### src/rtl/seg_scan_ctrl_pkg.sv
// Shared constants and helpers for the seven-segment scan controller.
// Board defaults assume a 100 MHz system clock and a 500 Hz digit slot rate.
package seg_scan_ctrl_pkg;

  localparam int unsigned CLK_HZ_DEFAULT   = 100_000_000;
  localparam int unsigned SLOT_HZ_DEFAULT  = 500;
  localparam int unsigned TICK_DIV_DEFAULT = CLK_HZ_DEFAULT / SLOT_HZ_DEFAULT;

  localparam bit ANODE_ACTIVE_LOW_DEFAULT = 1'b1;

  // Bits needed to index 0..value-1; never returns less than 1.
  function automatic int unsigned clog2(input int unsigned value);
    int unsigned v;
    int unsigned w;
    v = (value > 0) ? value - 1 : 0;
    w = 0;
    while (v > 0) begin
      w++;
      v = v >> 1;
    end
    return (w == 0) ? 1 : w;
  endfunction

endpackage

### src/rtl/seg_scan_ctrl_tick_gen.sv
// Digit-slot timer: counts enabled clocks and flags the last clock of each
// DIV-clock slot. The count holds while en is low so a pause resumes mid-slot.
module tick_gen
  import seg_scan_ctrl_pkg::*;
#(
  parameter int unsigned DIV = TICK_DIV_DEFAULT
) (
  input  logic clk,
  input  logic reset,
  input  logic en,
  output logic tick
);

  localparam int unsigned      CNT_W    = clog2(DIV);
  localparam logic [CNT_W-1:0] TERMINAL = CNT_W'(DIV - 1);

  if (DIV < 2) begin : g_bad_div
    $error("tick_gen: DIV must be at least 2");
  end

  logic [CNT_W-1:0] cnt_q;
  logic [CNT_W-1:0] cnt_d;

  assign tick = en && (cnt_q == TERMINAL);

  // NOTE: every signal written here gets a default first so no latch is inferred.
  always_comb begin
    cnt_d = cnt_q;
    if (en) begin
      cnt_d = tick ? '0 : cnt_q + 1'b1;
    end
  end

  // NOTE: state registers use non-blocking assignment so all flops update together.
  always_ff @(posedge clk or posedge reset) begin
    if (reset) begin
      cnt_q <= '0;
    end else begin
      cnt_q <= cnt_d;
    end
  end

endmodule

### src/rtl/seg_scan_ctrl.sv
// Multiplexed seven-segment scan controller: rotating digit select, per-digit
// masking, anode dead-time blanking, scan pause and a frame-start pulse.
module seg_scan_ctrl
  import seg_scan_ctrl_pkg::*;
#(
  parameter int unsigned TICK_DIV         = TICK_DIV_DEFAULT,
  parameter int unsigned NUM_DIGITS       = 8,
  parameter int unsigned BLANK_CYCLES     = 16,
  parameter bit          ANODE_ACTIVE_LOW = ANODE_ACTIVE_LOW_DEFAULT,
  localparam int unsigned CNT_W           = clog2(TICK_DIV),
  localparam int unsigned SEL_W           = clog2(NUM_DIGITS)
) (
  input  logic                  clk,
  input  logic                  reset,
  input  logic                  en,
  input  logic [NUM_DIGITS-1:0] digit_en,
  output logic                  tick,
  output logic                  frame,
  output logic [SEL_W-1:0]      sel,
  output logic                  blanking,
  output logic [NUM_DIGITS-1:0] anode
);

  if (TICK_DIV < 2 || NUM_DIGITS < 2 || BLANK_CYCLES >= TICK_DIV) begin : g_bad_params
    $error("seg_scan_ctrl: need TICK_DIV>=2, NUM_DIGITS>=2, BLANK_CYCLES<TICK_DIV");
  end

  localparam logic [SEL_W-1:0]      LAST_SEL   = SEL_W'(NUM_DIGITS - 1);
  localparam logic [CNT_W-1:0]      BLANK_LOAD = CNT_W'(BLANK_CYCLES);
  localparam logic [NUM_DIGITS-1:0] INACTIVE   = {NUM_DIGITS{ANODE_ACTIVE_LOW}};

  logic [SEL_W-1:0]      sel_q;
  logic [SEL_W-1:0]      sel_d;
  logic [CNT_W-1:0]      bcnt_q;
  logic [CNT_W-1:0]      bcnt_d;
  logic [NUM_DIGITS-1:0] anode_q;
  logic [NUM_DIGITS-1:0] anode_d;
  logic [NUM_DIGITS-1:0] lit;

  tick_gen #(
    .DIV (TICK_DIV)
  ) u_tick_gen (
    .clk   (clk),
    .reset (reset),
    .en    (en),
    .tick  (tick)
  );

  assign frame    = tick && (sel_q == LAST_SEL);
  assign sel      = sel_q;
  assign blanking = (bcnt_q != '0);
  assign anode    = anode_q;

  always_comb begin
    sel_d  = sel_q;
    bcnt_d = bcnt_q;
    lit    = '0;

    if (en) begin
      if (tick) begin
        sel_d  = (sel_q == LAST_SEL) ? '0 : sel_q + 1'b1;
        bcnt_d = BLANK_LOAD;
      end else if (bcnt_q != '0) begin
        bcnt_d = bcnt_q - 1'b1;
      end
    end

    // Anode follows pre-edge sel, so with zero dead time the old digit
    // stays lit for one clock after sel moves on.
    if (en && (bcnt_q == '0) && digit_en[sel_q]) begin
      lit[sel_q] = 1'b1;
    end

    anode_d = lit ^ INACTIVE;
  end

  always_ff @(posedge clk or posedge reset) begin
    if (reset) begin
      sel_q   <= '0;
      bcnt_q  <= BLANK_LOAD;
      anode_q <= INACTIVE;
    end else begin
      sel_q   <= sel_d;
      bcnt_q  <= bcnt_d;
      anode_q <= anode_d;
    end
  end

endmodule

### config.mk
export PLATFORM = sky130hd
export DESIGN_NAME = seg_scan_ctrl
export DESIGN_NICKNAME = d
export VERILOG_FILES = /design/src/rtl/seg_scan_ctrl_pkg.sv /design/src/rtl/seg_scan_ctrl_tick_gen.sv /design/src/rtl/seg_scan_ctrl.sv
export SDC_FILE = /design/constraint.sdc
export NUM_CORES = 1
export LEC_CHECK = 0
export ABC_AREA = 0
export CAP_MARGIN = 20
export CORE_MARGIN = 3
export CORE_UTILIZATION = 40
export CTS_CLUSTER_DIAMETER = 40
export DETAILED_ROUTE_END_ITERATION = 10
export GPL_TIMING_DRIVEN = 0
export SYNTH_ARGS = -nofsm -noshare
export SYNTH_HDL_FRONTEND = slang
export SYNTH_HIERARCHICAL = 1
export SYNTH_SLANG_ARGS = --single-unit
### constraint.sdc
create_clock -name clk -period 4.5 [get_ports clk]
set_clock_uncertainty 0.2 [all_clocks]
set_input_delay 0.675 -clock clk [delete_from_list [all_inputs] [get_ports clk]]
set_output_delay 0.675 -clock clk [all_outputs]
set_load 0.01 [all_outputs]
==> flow_metrics.env <==
export IMPL_drc=0
export IMPL_hpwlAfterDp_um=3929
export IMPL_synth_avg_cell_area_um2=9.586
export IMPL_initial_core_util=0.4290
export IMPL_ys_ff_latch=47
export IMPL_first_iter_violations=113
export IMPL_ant_nets=0
export IMPL_dieArea_mm2=0.007137
export IMPL_cts_buffer_depth=2
export IMPL_pin_count=25
export IMPL_fp_coreArea_mm2=0.005743
export IMPL_mostFrequentLayoutCells="dfrtp_1, nor2_1, nand2_1"
export IMPL_firstDrtPassIters=4
export IMPL_p_leak_uw=0.001137
export IMPL_overflow=0
export IMPL_vias=2046
export IMPL_clockRootBuffer="clkbuf_8"
export IMPL_cp_data_arrival_time_ns=3.27
export IMPL_hold_viol=0
export IMPL_relSlewSlack=0.4694
export IMPL_drv_cap=0
export IMPL_diodes=0
export IMPL_nets=304
export IMPL_cts_resized=0
export IMPL_place_area_mm2=0.002821
export IMPL_power_density_mw_per_mm2=372.5
export IMPL_synth_async_sr_flop_share=1.000
export IMPL_max_vdd_ir_drop_mv=0.1410
export IMPL_critPathKind="primary input to output pin"
export IMPL_worst_ep_required_time_ns=3.62
export IMPL_rows=27
export IMPL_grt_antenna_before_repair=0
export IMPL_synth_distinct_cells=53
export IMPL_synth_warnings=6
export IMPL_multi_input_area_mm2=0.001212
export IMPL_viasPerCell=5.652
export IMPL_areaGrowthSynthToFinish_pct=19.91
export IMPL_cts_setup_buffers=0
export IMPL_path_clk_slew_ns=0.09
export IMPL_synth_edff_count=0
export IMPL_totalWireLength_um=5595
export IMPL_insertion_delay_ns=0.30
export IMPL_synthCells=257
export IMPL_cp_max_fo=15
export IMPL_drive_gt1_frac=0.1172
export IMPL_final_area_mm2=0.002954
export IMPL_fmax_ghz=0.2410
export IMPL_layout_commonest_cell="dfrtp_1"
export IMPL_finalSetupViolations=0
export IMPL_tightest_slew_ns=0.7886
export IMPL_grt_pass1_wl_um=9867
export IMPL_min_period_over_period=0.9219
export IMPL_gp_congestion=0.7974
export IMPL_die_y_um=84.48
export IMPL_min_path_type="flop to flop"
export IMPL_post_drt_wl_per_cell_um=15.46
export IMPL_grt_usage=0.1694
export IMPL_tns_ns=0
export IMPL_die_w_um=84.48
export IMPL_syn_area_mm2=0.002464
export IMPL_drv_slew=0
export IMPL_port_buffer_count=24
export IMPL_cts_tree="done"
export IMPL_regArea_mm2=0.001187
export IMPL_status="finished, final reports clean"
export IMPL_syn_num_nets=272
export IMPL_cts_sinks=47
export IMPL_htree_num_levels=2
export IMPL_fin_crit_ns=4.149
export IMPL_fillerInstances=544
export IMPL_numCtsBuffers=5
export IMPL_startpoint_type="primary input"
export IMPL_grt_setup_unrepaired="false"
export IMPL_synth_ff_type="dfrtp_1"
export IMPL_crit_path_end_kind="output pin"
export IMPL_grt_max_degree=23
export IMPL_grt_pass1_vias=1922
export IMPL_yosysSeqAreaShare=0.4820
export IMPL_ctsHoldBuffers=0
[worst paths after layout]
check / startpoint / end / slack [ns] / cells past startpoint
hold / removal: u_tick_gen/cnt_q[12] / u_tick_gen/cnt_q[12] / 0.31 / 1
max in group asynchronous: reset / u_tick_gen/cnt_q[2] / 3.03 / 2
hold reg to reg: u_tick_gen/cnt_q[12] / u_tick_gen/cnt_q[12] / 0.31 / 1
min in group asynchronous: reset / bcnt_q[16] / 0.50 / 2
setup / recovery: en / frame / 0.35 / 7
setup reg to reg: u_tick_gen/cnt_q[0] / bcnt_q[15] / 1.25 / 10
[sequential cells by signal, indices dropped and copies added, names as in the netlist]
register          flops
bcnt_q               18
u_tick_gen/cnt_q     18
sel                   3
anode                 8
[metrics by stage]
stage                     total power, uW  setup slack, ns  instances  hold slack [ns]  utilization
after floorplan                     679.7            1.677        257           0.2636            -
after global placement              730.3           0.3452        353           0.3005       0.4865
after detailed placement            741.2           0.3371        354           0.3048       0.4913
after CTS                            1114           0.3115        362           0.3188       0.5144
after global routing                 1167           0.1345        362           0.3485       0.5144
final                                1100           0.3514        362           0.3150       0.5144
[synthesized netlist by cell type, types with 3 or more instances]
cell type,number,area share
a2111oi_0,3,0.011
a21oi_1,7,0.014
a31oi_1,3,0.0076
clkbuf_1,7,0.011
dfrtp_1,38,0.39
dfstp_2,9,0.096
ha_1,4,0.020
inv_1,9,0.014
nand2_1,27,0.041
nand2b_1,5,0.013
nand3_1,9,0.018
nand4_1,10,0.025
nor2_1,29,0.044
nor3_1,10,0.020
nor4_1,5,0.013
nor4b_1,3,0.011
o21ai_0,8,0.016
o311ai_0,4,0.014
o31ai_1,3,0.0091
o41ai_1,3,0.011
or3_1,5,0.013
or3_2,3,0.0091
or4_1,3,0.0091
or4_4,3,0.014
xnor2_1,8,0.028
xor2_1,6,0.021
[worst max-delay path, stage by stage]
cell             delay, ns
clkdlybuf4s50_1       0.60
and3_1                0.27
nand3_1               0.11
nor3_1                0.26
clkbuf_1              0.58
and2_1                0.24
clkdlybuf4s50_1       0.54
[power breakdown]
part | switching, uW | total, uW | internal, uW
combinational | 98.2 | 180 | 81.5
sequential | 70.5 | 555 | 484
clock | 144 | 366 | 222
[cell families after synthesis]
logic type,share of synthesized area
buffers and inverters,0.02590
AND/OR/NAND/NOR,0.2890
multiplexers,0.004063
XOR/XNOR,0.04977
flip-flops,0.4820
AO/OA/AOI/OAI,0.1290
adder cells (fa/ha/maj),0.02032
[routing by layer]
layer / up-vias / share of wire / global-route usage
met4: 0 / 0.0084 / 0.04317
met5: - / 0 / 0
met2: 51 / 0.46 / 0.2541
met3: 6 / 0.050 / 0.03827
met1: 972 / 0.48 / 0.2474
li1: 1017 / - / -
[final cells by class]
type                            instances  share of cell area
Clock inverter                          2             0.02033
Multi-Input combinational cell        193              0.4104
Tap cell                               72             0.03050
Timing Repair Buffer                   25             0.09064
Sequential cell                        47              0.4019
Inverter                               10             0.01271
Clock buffer                            6             0.02457
Buffer                                  7            0.008895
No activity file was read; power rests on OpenSTA's default activity.
==> RTL change (same settings) <==
Register the outputs `frame` and `blanking`; this adds one clock of latency there. The other outputs are not delayed to match.
--- a/src/rtl/seg_scan_ctrl.sv
+++ b/src/rtl/seg_scan_ctrl.sv
@@ -46,9 +46,11 @@
     .tick  (tick)
   );
 
-  assign frame    = tick && (sel_q == LAST_SEL);
   assign sel      = sel_q;
-  assign blanking = (bcnt_q != '0);
+  always_ff @(posedge clk) begin
+    frame    <= tick && (sel_q == LAST_SEL);
+    blanking <= (bcnt_q != '0);
+  end
   assign anode    = anode_q;
 
   always_comb begin
Function: no difference found for any inputs over 10 cycles, from zero or initial values and one cycle with reset high; that may be too few to reach the edited logic, so the function may still have changed.
==> RTL change against the original RTL <==
Die area rose by 1.5%; sequential cell count up 2; power is 8.2% lower; wire length is 2.7% lower; register-to-register slack worse by 0.02 ns; sequential power up 3%; final area hardly changed; area after synthesis rose by 1.6%; first-iteration DRC count increased by 23%; worst setup slack better by 0.11 ns; critical path type unchanged.
==> RTL change: results <==
group,metric,value,unit
power,leakagePower,1.133,nW
critical_path,r2r-start,"u_tick_gen/cnt_q[0]$_DFFE_PP0P_",
clocking,cts_root_buf,"clkbuf_8",
place,dp.cells,359,
logic_synthesis,synthTopCellsByArea,"dfrtp_1 (38%), dfstp_2 (9.4%), nor2_1 (4.3%)",
clocking,cts_made_buffers,5,
detailed_routing,routed.top_layer,"met4",
place,pre_cts_slack,0.4149,ns
timing,hold_ws,0.3155,ns
detailed_routing,dr_wl_met3,145,µm
detailed_routing,drt-met1-wl,2.617,mm
logic_synthesis,synth.distinct_cells,54,
logic_synthesis,netlist_top_cells_count,"dfrtp_1 (38), nor2_1 (29), nand2_1 (27)",
grt,grtUsageMet3,3.204,%
grt,grt_max_degree,23,
logic_synthesis,synthesis.nets,274,
logic_synthesis,yosys_warnings,6,
grt,globalRouteMet1Util,21.81,%
clocking,path_clk_slew,0.09,ns
grt,grtUsageMet2,27.19,%
logic_synthesis,async_reset_ff_share,95.92,%
grt,grt_pass1_wl,9.701,mm
critical_path,cp_data_arrival_time,3.16,ns
finish,fin_nets,306,
clocking,cts_resized,0,
timing,slew_headroom,46.19,%
status,status,"completed",
detailed_routing,first_iter_violations,139,
logic_synthesis,synth_seq_area_share,49.03,%
finish,drive_gt1_share,11.64,%
power,vdd_ir_drop_max,0.2462,mV
detailed_routing,firstDrtPassIters,4,
detailed_routing,avgViaCountPerCell,5.540,
critical_path,crit_path_start_kind,"input pin",
finish,seq_area,1227,µm²
finish,final_cells,367,
place,placed_area,2865,µm²
finish,n_fill_cell,569,
critical_path,cp_top_family,"buffers and inverters",
power,power_switching,315.3,µW
place,gp_congestion,0.8309,
worst_hold_path,min_path_type,"flop to flop",
logic_synthesis,synth_area_per_cell,9.667,µm²
clocking,postCtsSetupBuffers,0,
place,dp_hpwl,3.881,mm
grt,grt_pass1_vias,2064,
critical_path,slowest_delay,0.67,ns
grt,grtUsageTotal,16.51,%
detailed_routing,wl_per_cell,14.83,µm
detailed_routing,wl_met2,2.626,mm
[RTL change: cell types whose count changed after synthesis]
| cell | delta |
|---|---|
| dfxtp_1 | +2 |
[RTL change: power groups by stage]
stage | Sequential, mW | Clock (mW) | Combinational (mW)
6_report | 0.573 | 0.259 | 0.178
5_1_grt | 0.583 | 0.289 | 0.204
4_1_cts | 0.571 | 0.273 | 0.180
3_5_place_dp | 0.577 | 0 | 0.179
3_3_place_gp | 0.576 | 0 | 0.170
2_1_floorplan | 0.561 | 0 | 0.136
[RTL change: cells by family (layout without fill, tap and decap cells)]
kind of cell | after synthesis | after routing | synth area share (%)
adder cells (fa/ha/maj) | 4 | 4 | 1.999
multiplexers | 1 | 1 | 0.3998
AO/OA/AOI/OAI | 44 | 44 | 12.69
flip-flops | 49 | 49 | 49.03
XOR/XNOR | 14 | 14 | 4.898
buffers and inverters | 17 | 50 | 2.549
AND/OR/NAND/NOR | 130 | 130 | 28.44
[RTL change: final cells by class]
class	count	share of cell area, %
sequential	49	41.59
timing repair buffer	25	9.072
buffer	7	0.8902
tap	75	3.179
multi-input combinational	193	41.08
clock buffer	6	2.459
inverter	10	1.272
clock inverter	2	0.4663
[RTL change: final timing paths]
kind                       cells past startpoint  slack (ns)                               end
min in group asynchronous                      2        0.48                sel[2]$_DFFE_PP0P_
hold / removal                                 1        0.32  u_tick_gen/cnt_q[12]$_DFFE_PP0P_
setup reg to reg                              10        1.23            bcnt_q[15]$_DFFE_PP0P_
max in group asynchronous                      2        3.08  u_tick_gen/cnt_q[15]$_DFFE_PP0P_
setup / recovery                               6        0.46                              tick
hold reg to reg                                1        0.32  u_tick_gen/cnt_q[12]$_DFFE_PP0P_
